===== src/rtl/branch_predictor_if.sv =====
// Fetch/Execute bus between the pipeline and the branch predictor.
//   Fetch side  : PCF_i in, PredictTakenF_o / PredictTargetF_o back.
//   Execute side: resolved branch/jump information in, MispredictE_o back.
// master = pipeline (drives PCs and outcomes), slave = predictor.
interface branch_predictor_if #(
   parameter int DATA_WIDTH = 32
);
   logic [DATA_WIDTH-1:0] PCF_i;
   logic                  PredictTakenF_o;
   logic [DATA_WIDTH-1:0] PredictTargetF_o;
   logic                  BranchE_i;
   logic                  JumpE_i;
   logic [DATA_WIDTH-1:0] PCE_i;
   logic                  PCSrcE_i;
   logic [DATA_WIDTH-1:0] ActualTargetE_i;
   logic                  PredictTakenE_i;
   logic [DATA_WIDTH-1:0] PredictTargetE_i;
   logic                  MispredictE_o;

   modport master (
      output PCF_i, BranchE_i, JumpE_i, PCE_i, PCSrcE_i, ActualTargetE_i,
             PredictTakenE_i, PredictTargetE_i,
      input  PredictTakenF_o, PredictTargetF_o, MispredictE_o
   );

   modport slave (
      input  PCF_i, BranchE_i, JumpE_i, PCE_i, PCSrcE_i, ActualTargetE_i,
             PredictTakenE_i, PredictTargetE_i,
      output PredictTakenF_o, PredictTargetF_o, MispredictE_o
   );
endinterface


===== src/rtl/branch_predictor.sv =====
// Direct-mapped BTB with a 2-bit saturating counter per entry.
//   clk_i : clock, all state changes on the rising edge
//   rst_i : synchronous active-high reset
//   bp    : predictor bus (slave side); fetch lookup is combinational from
//           registered state, Execute training writes on the clock edge.
module branch_predictor #(
   parameter int DATA_WIDTH  = 32,
   parameter int BTB_ENTRIES = 16,
   localparam int IDX_W      = $clog2(BTB_ENTRIES)
) (
   input logic               clk_i,
   input logic               rst_i,
   branch_predictor_if.slave bp
);
   localparam int TAG_W = DATA_WIDTH - IDX_W - 2;

   logic [BTB_ENTRIES-1:0] valid_q;
   logic [TAG_W-1:0]       tag_q    [BTB_ENTRIES];
   logic [DATA_WIDTH-1:0]  target_q [BTB_ENTRIES];
   logic [1:0]             ctr_q    [BTB_ENTRIES];

   logic [IDX_W-1:0] idx_f, idx_e;
   logic [TAG_W-1:0] tag_f, tag_e;
   logic             hit_f, hit_e, upd, taken, wr_en;
   logic [1:0]       ctr_n;

   // Low PC bits never take part in indexing or tag compare.
   logic unused_pc_lsbs;
   assign unused_pc_lsbs = ^{bp.PCF_i[1:0], bp.PCE_i[1:0]};

   // ---------------- fetch lookup ----------------
   assign idx_f = bp.PCF_i[IDX_W+1:2];
   assign tag_f = bp.PCF_i[DATA_WIDTH-1:IDX_W+2];
   assign hit_f = valid_q[idx_f] && (tag_q[idx_f] == tag_f);

   // No bypass from a same-cycle update: lookup always sees stored state.
   assign bp.PredictTakenF_o  = !rst_i && hit_f && ctr_q[idx_f][1];
   assign bp.PredictTargetF_o = hit_f ? target_q[idx_f] : '0;

   // ---------------- execute training ----------------
   assign idx_e = bp.PCE_i[IDX_W+1:2];
   assign tag_e = bp.PCE_i[DATA_WIDTH-1:IDX_W+2];
   assign hit_e = valid_q[idx_e] && (tag_q[idx_e] == tag_e);
   assign upd   = bp.BranchE_i || bp.JumpE_i;
   assign taken = bp.PCSrcE_i || bp.JumpE_i;

   assign bp.MispredictE_o = !rst_i && upd &&
      ((bp.PredictTakenE_i != taken) ||
       (taken && bp.PredictTakenE_i && (bp.PredictTargetE_i != bp.ActualTargetE_i)));

   // A not-taken miss never allocates, so an aliasing entry survives it.
   assign wr_en = upd && (hit_e || taken);

   always_comb begin
      ctr_n = ctr_q[idx_e];
      if (hit_e) begin
         if (bp.JumpE_i)                  ctr_n = 2'b11;
         else if (taken && ctr_n != 2'b11) ctr_n = ctr_n + 2'b01;
         else if (!taken && ctr_n != 2'b00) ctr_n = ctr_n - 2'b01;
      end else begin
         // Fresh allocation: jumps start strong-T, branches weak-T.
         ctr_n = bp.JumpE_i ? 2'b11 : 2'b10;
      end
   end

   always_ff @(posedge clk_i) begin
      if (rst_i) begin
         valid_q <= '0;
         for (int i = 0; i < BTB_ENTRIES; i++) ctr_q[i] <= 2'b01;
      end else if (wr_en) begin
         valid_q[idx_e] <= 1'b1;
         tag_q[idx_e]   <= tag_e;
         ctr_q[idx_e]   <= ctr_n;
         if (taken) target_q[idx_e] <= bp.ActualTargetE_i;
      end
   end
endmodule


===== src/flat_wrapper.sv =====
// flat-port wrapper written by rule: the top's interface ports become plain ports
module branch_predictor_flat 
#(
   parameter int DATA_WIDTH  = 32,
   parameter int BTB_ENTRIES = 16,
   localparam int IDX_W      = $clog2(BTB_ENTRIES)
)
  (clk_i, rst_i, bp_PCF_i, bp_BranchE_i, bp_JumpE_i, bp_PCE_i, bp_PCSrcE_i, bp_ActualTargetE_i, bp_PredictTakenE_i, bp_PredictTargetE_i, bp_PredictTakenF_o, bp_PredictTargetF_o, bp_MispredictE_o);
  branch_predictor_if #(.DATA_WIDTH(DATA_WIDTH)) bp_i ();
  input logic clk_i;
  input logic rst_i;
  input wire logic [$bits(bp_i.PCF_i)-1:0] bp_PCF_i;
  input wire logic [$bits(bp_i.BranchE_i)-1:0] bp_BranchE_i;
  input wire logic [$bits(bp_i.JumpE_i)-1:0] bp_JumpE_i;
  input wire logic [$bits(bp_i.PCE_i)-1:0] bp_PCE_i;
  input wire logic [$bits(bp_i.PCSrcE_i)-1:0] bp_PCSrcE_i;
  input wire logic [$bits(bp_i.ActualTargetE_i)-1:0] bp_ActualTargetE_i;
  input wire logic [$bits(bp_i.PredictTakenE_i)-1:0] bp_PredictTakenE_i;
  input wire logic [$bits(bp_i.PredictTargetE_i)-1:0] bp_PredictTargetE_i;
  output wire logic [$bits(bp_i.PredictTakenF_o)-1:0] bp_PredictTakenF_o;
  output wire logic [$bits(bp_i.PredictTargetF_o)-1:0] bp_PredictTargetF_o;
  output wire logic [$bits(bp_i.MispredictE_o)-1:0] bp_MispredictE_o;
  assign bp_i.PCF_i = bp_PCF_i;
  assign bp_i.BranchE_i = bp_BranchE_i;
  assign bp_i.JumpE_i = bp_JumpE_i;
  assign bp_i.PCE_i = bp_PCE_i;
  assign bp_i.PCSrcE_i = bp_PCSrcE_i;
  assign bp_i.ActualTargetE_i = bp_ActualTargetE_i;
  assign bp_i.PredictTakenE_i = bp_PredictTakenE_i;
  assign bp_i.PredictTargetE_i = bp_PredictTargetE_i;
  assign bp_PredictTakenF_o = bp_i.PredictTakenF_o;
  assign bp_PredictTargetF_o = bp_i.PredictTargetF_o;
  assign bp_MispredictE_o = bp_i.MispredictE_o;
  branch_predictor #(.DATA_WIDTH(DATA_WIDTH), .BTB_ENTRIES(BTB_ENTRIES)) u_core (.clk_i(clk_i), .rst_i(rst_i), .bp(bp_i));
endmodule

===== config.mk =====
export PLATFORM = sky130hd
export DESIGN_NAME = branch_predictor_flat
export DESIGN_NICKNAME = d
export VERILOG_FILES = /design/src/rtl/branch_predictor_if.sv /design/src/rtl/branch_predictor.sv /design/src/flat_wrapper.sv
export SDC_FILE = /design/constraint.sdc
export NUM_CORES = 1
export LEC_CHECK = 0
export BUFFER_PORTS_ARGS = -buffer_cell sky130_fd_sc_hd__clkbuf_2
export CAP_MARGIN = 40
export CORE_ASPECT_RATIO = 0.8
export CORE_MARGIN = 3
export CORE_UTILIZATION = 40
export DETAILED_ROUTE_END_ITERATION = 8
export PLACE_DENSITY = 0.62
export SETUP_SLACK_MARGIN = 0.05
export SLEW_MARGIN = 20
export SYNTH_ARGS = -nofsm -noshare
export SYNTH_HDL_FRONTEND = slang
export SYNTH_SLANG_ARGS = --single-unit

===== constraint.sdc =====
create_clock -name clk_i -period 6.3 [get_ports clk_i]
set_input_delay 1.575 -clock clk_i [delete_from_list [all_inputs] [get_ports clk_i]]
set_output_delay 1.575 -clock clk_i [all_outputs]
set_load 0.01 [all_outputs]

==> summary.txt <==
Detailed routing
  – Remaining DRCs: 0
  – Met2 wire length: 55.4 mm
  – Vias: 22.9k
  – DR WL met3: 10.0 mm
  – Routed len/inst: 30.2 um
  – Via/cell ratio: 5.95
  – Drt first-iter violations: 2,536
  – Max Used Layer: met5
  – First-pass detailed-route iteration total: 5
  – Final ANT Viol Nets: 0
  – Post-Route M1 WL: 47.4 mm
  – Total wire length: 116 mm

Critical path
  – CP arrival: 4.59 ns
  – R2R Path End: u_core.tag_q[2][9]
  – Reg-to-reg startpoint: u_core.tag_q[4][25]
  – Critical path startpoint category: input port
  – Worst Setup Path Type: input port to output pin
  – CP endpoint kind: output pin
  – Reg2reg setup slack: 2.26 ns
  – Depth of the worst register-to-register path: 9
  – CP required: 4.72 ns
  – CP max FO: 16

Pwr
  – Part of the power in registers: 0.505
  – Power share of the combinational group: 0.079
  – Int Pwr: 11,200 uW
  – Net Sw Frac: 0.224
  – Pwr dens: 287 nW/um^2
  – Leakage power: 0.0163 uW
  – Switching power: 3220 uW
  – Final total power: 14,400 uW
  – VDD IR max: 231 uV
  – Clock power share: 0.416

Yosys
  – Cell taking the most area after synthesis: edfxtp_1
  – Synth top area share: 0.671
  – Number of flops mapped to enable cells by yosys: 960
  – Ys Warns: 0
  – Avg Cell Area, Syn: 20.5 um^2
  – Post-synthesis sequential area ratio: 0.678
  – #FFs+latches synth: 976
  – Synth cell types: 73
  – Net Count, Synth: 2,230
  – Async set-reset flop share out of synthesis: 0
  – Cells after synthesis: 2,093
  – Synthesized area: 43,000 um^2
  – Dominant cells by area after synthesis: edfxtp_1, mux4_2, mux2i_1
  – Main synth FF type: edfxtp_1

Floorplan
  – Die width: 372 um
  – Ports: 168
  – Total core area: 106,000 um^2
  – DIE AREA: 111,000 um^2
  – Row cnt: 106
  – Initial core utilization: 0.407
  – Die height: 299 um

GRT
  – Largest net degree at the start of global routing: 85
  – First-pass GRT wire length: 167 mm
  – Vias in the first global route: 23.9k
  – Tot GR Track Use: 0.207
  – Initial antenna violation count: 11
  – GRT overflow: 0

STA
  – Final setup viols: 0
  – Final WS setup: 0.137 ns
  – Worst Skew: 0.0697 ns
  – RSZ-0062 raised after global routing: true
  – Min cycle time layout: 6.16 ns
  – Final hold vios: 0
  – Hold_ws: 0.477 ns
  – Fmax: 0.162 GHz
  – Period utilization: 0.978
  – Slew @ Worst Pin: 0.784 ns
  – Max-slew violation count: 0
  – Relative slew slack: 0.477

Layout
  – Area Growth Syn to Fin: 16.7%
  – Share of cells above drive strength 1: 0.372
  – Commonest non-fill, non-tap cell in the layout: edfxtp_1
  – Most frequent cells in the layout: edfxtp_1, mux4_2, clkbuf_2
  – Final #Nets: 2,495
  – Fillers: 8,655
  – Cell Count, Final, Fillers Out: 3,846

Clocking
  – CTS sink cnt: 976
  – CTS tree: built
  – H-Tree Depth: 3
  – Hold-fix buffers at CTS: 0
  – CTS Buf Count: 99
  – Reg clk slew, reported paths: 0.06 ns
  – Worst-skew pair later-pin latency: 0.70 ns
  – Clock Path Buffers: 3
  – CTS root buf: clkbuf_16

Place
  – DP HPWL: 68.7 mm
  – Cells after DPL: 3,640
  – DP Worst Slack: -0.0390 ns
  – Routability-driven placement congestion ratio: 0.821
  – Port Buffers: 163

Status
  – Status: finished, final reports clean

Min path
  – HP Start: u_core.valid_q[6]
  – WHS Endpoint: u_core.valid_q[6]
  – Hold Path Class: flop to flop
  – Hold Path Cell Cnt: 1

Run
  – Max cap viols: 0
==> area by class of cell <==
| class | instances | area (um^2) | share of cell area |
|---|---|---|---|
| diodes | 5 | 12.5 | 0.000249 |
| clock buffers | 121 | 2580 | 0.0514 |
| clock inverters | 59 | 733 | 0.0146 |
| inverters | 10 | 37.5 | 0.000748 |
| multi-input cells | 968 | 13400 | 0.268 |
| flip-flops and latches | 976 | 29100 | 0.581 |
| well taps | 1404 | 1760 | 0.0350 |
| repair buffers | 303 | 2470 | 0.0493 |
==> cell families after synthesis <==
| logic type | share of synthesized area |
|---|---|
| xor gates and xnor gates | 0.0202 |
| adders and majority gates | 0.000873 |
| AOI/OAI and AO/OA | 0.0313 |
| and+or+nand+nor | 0.0255 |
| DFF | 0.678 |
| muxes | 0.225 |
| buffers and inverters | 0.0188 |
==> worst max-delay path, cell delays in order <==
cell	delay (ns)
buf_16	0.14
buf_16	0.16
buf_12	0.11
buf_12	0.13
mux4_2	0.52
mux4_2	0.50
xnor2_2	0.16
nand4_1	0.15
nor3_2	0.19
buf_4	0.16
nand4_1	0.11
buf_4	0.20
clkbuf_16	0.19
nor2b_1	0.12
clkbuf_2	0.15
==> power by group through the flow <==
stage	clock (uW)	combinational (uW)	sequential, uW
after global routing	6350	1210	7270
after detailed placement	0	1120	7410
after global placement	0	1090	7400
after CTS	6100	1130	7270
final	5990	1140	7270
after floorplan	0	676	7400
==> state kept, by name (all words and copies together) (netlist names) <==
signal,flops
u_core.target_q,512
u_core.tag_q,416
u_core.valid_q,16
u_core.ctr_q,32
==> how the worst max path moves through the flow <==
stage                     start                       to  slack (ns)  cells past startpoint
floorplan           bp_PCF_i[2]   bp_PredictTargetF_o[0]        0.57                      8
global placement    bp_PCF_i[2]   bp_PredictTargetF_o[4]       -0.01                     13
detailed placement  bp_PCF_i[2]  bp_PredictTargetF_o[25]       -0.04                     13
CTS                 bp_PCF_i[2]  bp_PredictTargetF_o[25]        0.10                     13
global route        bp_PCF_i[2]   bp_PredictTargetF_o[9]        0.02                     15
finish              bp_PCF_i[2]  bp_PredictTargetF_o[18]        0.14                     15
==> metal layers <==
layer,track usage,up-vias
met5,0,-
met3,0.0518,211
met2,0.324,1035
met4,0.0632,6
met1,0.287,12200
li1,-,9457
==> Yosys cell counts (6+ instances only) <==
cell       number
o21ai_1         9
mux2i_1       112
buf_8           6
buf_6           8
a22oi_1        31
a211oi_1       15
dfxtp_1        16
nand3_1        16
edfxtp_1      960
mux4_2        378
o22ai_1         8
nand4_1        13
xor2_1         31
clkbuf_1       54
o211ai_1       13
nor2_1         40
buf_2          50
nand2b_1        7
o2111ai_1       7
buf_4          11
nor3_1          9
nand2_1        28
nor2b_1        44
inv_1           8
xnor2_1        68
a21o_1         20
buf_1           9
a211o_1         8
a21oi_1        27
==> per-stage QoR <==
step	area (um^2)	TNS (ns)	util
4_1_cts	49800	0	0.472
3_5_place_dp	46400	-0.218	0.440
3_3_place_gp	46400	-0.0711	0.439
2_1_floorplan	43000	0	-
6_report	50200	0	0.475
5_1_grt	50200	0	0.475
==> what timing repair did <==
action	CTS	global route
setup buffers	5	10
cloned	0	2
resized for setup	3	28
pin swaps	0	3
endpoints found under the setup margin	33	33
(Power assumes the default switching activity.)
